$ cat src/rtl/aes_pkg.sv
// Shared types for the AES round-datapath state selector: 4x4 byte state
// matrices and the entry format carried through the selector's output buffer.
package aes_pkg;

  localparam int ROWS      = 4;
  localparam int COLS      = 4;
  localparam int CELL_W    = 8;
  localparam int SEL_MAX_W = 4;

  typedef logic [CELL_W-1:0] cell_t;
  typedef cell_t [0:ROWS-1][0:COLS-1] state_t;

  // Default entry layout for the widest selector (16 candidates, 8-bit cells).
  typedef struct packed {
    state_t                 state;
    logic [SEL_MAX_W-1:0]   sel;
    logic                   err;
  } sel_entry_t;

endpackage

$ cat src/rtl/aes_state_fifo2.sv
// Two-entry registered FIFO. Both status flags (not_full, not_empty) are flops,
// so neither side sees a combinational path from the other.
module aes_state_fifo2
  import aes_pkg::*;
#(
  parameter type entry_t = sel_entry_t
) (
  input  logic   clk,
  input  logic   rst,
  input  entry_t wr_data,
  input  logic   push,
  output logic   not_full,
  output entry_t rd_data,
  output logic   not_empty,
  input  logic   pop
);

  entry_t     mem [0:1];
  logic       rd_ptr;
  logic       wr_ptr;
  logic [1:0] count_q;
  logic [1:0] count_d;
  logic       do_push;
  logic       do_pop;

  assign do_push = push & not_full;
  assign do_pop  = pop & not_empty;

  always_comb begin
    count_d = count_q;
    if (do_push && !do_pop) count_d = count_q + 2'd1;
    if (do_pop && !do_push) count_d = count_q - 2'd1;
  end

  always_ff @(posedge clk) begin
    if (rst) begin
      mem       <= '{default: '0};
      rd_ptr    <= 1'b0;
      wr_ptr    <= 1'b0;
      count_q   <= 2'd0;
      not_full  <= 1'b0;
      not_empty <= 1'b0;
    end else begin
      if (do_push) begin
        mem[wr_ptr] <= wr_data;
        wr_ptr      <= ~wr_ptr;
      end
      if (do_pop) rd_ptr <= ~rd_ptr;
      count_q   <= count_d;
      // Flags carry the post-edge occupancy; not_full stays low for the
      // first cycle after reset because it only loads here.
      not_full  <= (count_d != 2'd2);
      not_empty <= (count_d != 2'd0);
    end
  end

  // The slot under rd_ptr is never written while it holds a live head entry,
  // so the head stays stable across a downstream stall.
  assign rd_data = mem[rd_ptr];

endmodule

$ cat src/rtl/aes_state_sel_buf.sv
// Registered N-way selector for AES state matrices feeding a 2-entry buffer.
// An out-of-range select captures candidate 0 and flags the entry with err.
module aes_state_sel_buf
  import aes_pkg::*;
#(
  parameter int N_IN   = 4,
  parameter int SEL_W  = $clog2(N_IN),
  parameter int BYTE_W = 8
) (
  input  logic                                      clk,
  input  logic                                      rst,
  input  logic [0:N_IN-1][0:ROWS-1][0:COLS-1][BYTE_W-1:0] in_state,
  input  logic [SEL_W-1:0]                          in_sel,
  input  logic                                      in_valid,
  output logic                                      in_ready,
  output logic [0:ROWS-1][0:COLS-1][BYTE_W-1:0]     out_state,
  output logic [SEL_W-1:0]                          out_sel,
  output logic                                      out_err,
  output logic                                      out_valid,
  input  logic                                      out_ready
);

  typedef logic [BYTE_W-1:0] byte_t;
  typedef byte_t [0:ROWS-1][0:COLS-1] mat_t;

  typedef struct packed {
    mat_t             state;
    logic [SEL_W-1:0] sel;
    logic             err;
  } entry_t;

  entry_t wr_entry;
  entry_t rd_entry;

  // Handshake: a transfer happens on a rising edge where valid & ready are
  // both high; valid must not wait on ready, and the source holds its data
  // stable until the transfer occurs.
  always_comb begin
    wr_entry.state = in_state[0];
    wr_entry.sel   = in_sel;
    wr_entry.err   = 1'b1;
    for (int i = 0; i < N_IN; i++) begin
      if (int'(in_sel) == i) begin
        wr_entry.state = in_state[i];
        wr_entry.err   = 1'b0;
      end
    end
  end

  aes_state_fifo2 #(
    .entry_t (entry_t)
  ) u_fifo (
    .clk       (clk),
    .rst       (rst),
    .wr_data   (wr_entry),
    .push      (in_valid),
    .not_full  (in_ready),
    .rd_data   (rd_entry),
    .not_empty (out_valid),
    .pop       (out_ready)
  );

  assign out_state = rd_entry.state;
  assign out_sel   = rd_entry.sel;
  assign out_err   = rd_entry.err;

endmodule

$ cat config.mk
export PLATFORM = sky130hd
export DESIGN_NAME = aes_state_sel_buf
export DESIGN_NICKNAME = d
export VERILOG_FILES = /design/src/rtl/aes_pkg.sv /design/src/rtl/aes_state_fifo2.sv /design/src/rtl/aes_state_sel_buf.sv
export SDC_FILE = /design/constraint.sdc
export NUM_CORES = 1
export LEC_CHECK = 0
export CORE_AREA = 5 5 250 252
export CTS_CLUSTER_SIZE = 30
export DETAILED_ROUTE_END_ITERATION = 7
export DIE_AREA = 0 0 255 257
export HOLD_SLACK_MARGIN = 0.03
export PLACE_DENSITY = 0.54
export SYNTH_ARGS = -nofsm -noshare
export SYNTH_HDL_FRONTEND = slang
export SYNTH_HIERARCHICAL = 1
export SYNTH_SLANG_ARGS = --single-unit
$ cat constraint.sdc
create_clock -name clk -period 4.24 [get_ports clk]
set_clock_uncertainty 0.15 [all_clocks]
set_input_delay 0.424 -clock clk [delete_from_list [all_inputs] [get_ports clk]]
set_output_delay 0.424 -clock clk [all_outputs]
set_load 0.1 [all_outputs]
==> results.md <==
- Outcome: complete, no violations
- Clk root buf: clkbuf_16
- CP required: approximately 3.7 ns
- Pwr/cell area: 362 nW/um^2
- Synth Warn #: 6
- Post-DP HPWL: about 40000 um
- Number of flops mapped to enable cells by yosys: 0
- Die Footprint: 65500 um^2
- Largest cells by area after synthesis: dfxtp_1, mux4_2, nand2_1, mux2_2, a21oi_1
- Reg-to-reg setup timing slack: 2.19 ns
- # setup viols final: 0
- Die width: 255 um
- Post-synth top cells: nand2_1, dfxtp_1, a21oi_1, mux2_2, mux4_2
- Layout Cells excl Fill: 2847
- Post-CTS Hold Buffers: 0
- Clock Latency Late Sink: between 0.5 and 0.6 ns
- DRT Wirelength: around 55000 um
- Synth top area share: 38.4%
- Max Freq: 276 MHz
- Reg power frac: about a third
- Placed Cells: approximately 2800
- Main flop type after synthesis: dfxtp_1
- P_sw: roughly 0.0026 W
- Dpl ws: approximately 1.1 ns
- CTS tree: built
- Syn Area/Cell: roughly 9.5 um^2
- Multi-input gate area: roughly 7800 um^2
- Clock-pin slew on the worst setup and hold paths: about 0.060 ns
- Num CTS Buffers: 31
- First-pass GRT wire length: roughly 82000 um
- Peak VDD IR: between 300 and 400 uV
- GRT Resource Usage Total: between 10% and 20%
- Sw Ratio: 33.1%
- Post-route ant nets: 0
- Vias: 13200
- P_int: 0.00527 W
- Fraction of layout cells with a size suffix above 1: 20.0%
- Tightest Pin Transition: between 1 and 1.5 ns
- Static leakage: roughly 7.7 nW
- WS Path Type: reg2out
- DRC viols: 0
- Vias in the first global route: approximately 14000
- Number of H-tree levels: 1
- # rows: 90
- Largest net degree at the start of global routing: between 100 and 150
- 1st-iter DRT viols: between 600 and 700
- WL/cell: roughly 19 um
- Crit path launch type: flop
- Reg area: ~5400 um^2
- Final Hold Viols: 0
- Cell count after synthesis: approximately 1500
- Drt first pass iters: 4
- Fin crit share: between 80% and 90%
- Worst hold path cell count: 2
- Post-synthesis async set-or-reset flop share: 0%
- Number of gates resized after CTS: 0
- Gr ovfl total: 0
- Sequential area share after synthesis: a little under two fifths
- Fin nets: 2561
- Global placer's final weighted congestion: between 0.7 and 0.8
- Distinct cells, synth: 22
- Layout area overhead: 55.6%
- CTS Buffer Depth: 3
- Leading cell type by number of instances after synthesis: nand2_1
- Worst r2r path cells: 5
- CP arrival: just over 3 ns
- Post-CTS Setup Inserts: 0
- Post-Syn Area: about 14000 um^2
- Tot Pwr: 0.00788 W
- Core area: about 60000 um^2
- Synth Register Bits: around 270
- Hold/Removal Path Class: reg2reg
- Crit path capture type: output pin
- Max Cap Viol: 0
- Die Y: approximately 260 um
- Power share of the combinational group: roughly 31%
- Relative max-transition margin: between 20% and 30%
- Port buffer count: 650
- Unrepaired setup endpoints after global routing: false
- Initial Utilization: roughly a quarter
- Setup TNS: 0 ns
- Clock network power share: roughly 34%
- Boundary pin count: ~650
- Fin. max-slew vios: 0
- Crit Path Max Fanout: 52
- Via density per instance: between 4 and 5
- CTS Sinks: about 270
- Initial antenna violation count: 0
- Post-route setup slack: between 0.6 and 0.7 ns
- Util after Layout: between 30% and 40%
- # fillers: between 6000 and 7000
- Dominant cell type by area after synthesis: dfxtp_1
- Fin crit period: between 3 and 4 ns
[logic make-up (layout without fill, tap and decap cells)]
family | after synthesis | after routing | synth area share [%]
AOI/OAI and AO/OA | 269 | 269 | 9.69
xor gates and xnor gates | 4 | 4 | 0.251
buffers and inverters | 132 | 725 | 5.93
DFF | 268 | 268 | 38.4
muxes | 260 | 260 | 31.3
other | 1 | 3 | 0.0268
and+or+nand+nor | 536 | 536 | 14.5
[flip-flops by register name, summed over array words and instances, names as in the netlist]
register          cells
u_fifo/wr_ptr         1
u_fifo/rd_ptr         1
u_fifo/count_q        2
u_fifo/not_empty      1
u_fifo/mem          262
u_fifo/not_full       1
[final timing paths]
check | startpoint | endpoint
max reg2reg | u_fifo/not_full | u_fifo/mem[215]
min reg2reg | u_fifo/mem[189] | u_fifo/mem[189]
max | u_fifo/rd_ptr | out_state[18]
min | u_fifo/mem[189] | u_fifo/mem[189]
[power by group through the flow]
stage,clock network (W),registers (W),logic (W)
detailed placement,0,0.00282,0.00246
CTS,0.00277,0.00276,0.00247
floorplan,0,0.00278,0.00160
global route,0.00287,0.00277,0.00257
global placement,0,0.00281,0.00243
finish,0.00268,0.00276,0.00244
[per-stage QoR]
step	hold slack (ns)	instance area, um^2
after floorplan	0.283	14000
after global placement	0.287	20700
after detailed placement	0.294	20700
after CTS	0.302	21700
after global routing	0.317	21700
final	0.299	21700
[metal layers]
metal | global-route usage (%) | vias to the layer above | share of wire (%)
met5 | 0 | - | 0
met4 | 3.86 | 0 | 2.6
met3 | 4.17 | 69 | 7.6
met2 | 29.0 | 454 | 52
met1 | 17.8 | 6410 | 38
li1 | - | 6265 | -
[area by class of cell]
| class | instances | share of cell area [%] |
|---|---|---|
| multi-input combinational | 1071 | 35.9 |
| tap | 782 | 4.50 |
| inverter | 1 | 0.0173 |
| sequential | 268 | 24.7 |
| timing repair buffer | 670 | 30.2 |
| antenna | 1 | 0.0115 |
| clock inverter | 14 | 0.834 |
| clock buffer | 40 | 3.81 |
[cell usage in the layout, fill, tap and decap left out, types with 2 or more instances in the layout]
cell type and instances:
bufinv_16 4, clkbuf_16 31, mux4_2 128, buf_4 90, clkbuf_8 4, conb_1 2, buf_12 8, clkdlybuf4s50_1 569
nor2_1 3, nand2_1 528, xnor2_1 2, a31oi_1 2, clkinvlp_4 3, clkinv_2 6, mux2_2 131, dfxtp_1 267
a21oi_1 264, xor2_1 2, a21boi_0 2, clkbuf_1 7
[critical path: stages (launching register included)]
cell and delay [ns]:
dfxtp_4 0.80, buf_4 0.34, mux2_2 0.36, clkdlybuf4s50_1 0.98
No activity file was read; power rests on OpenSTA's default activity.
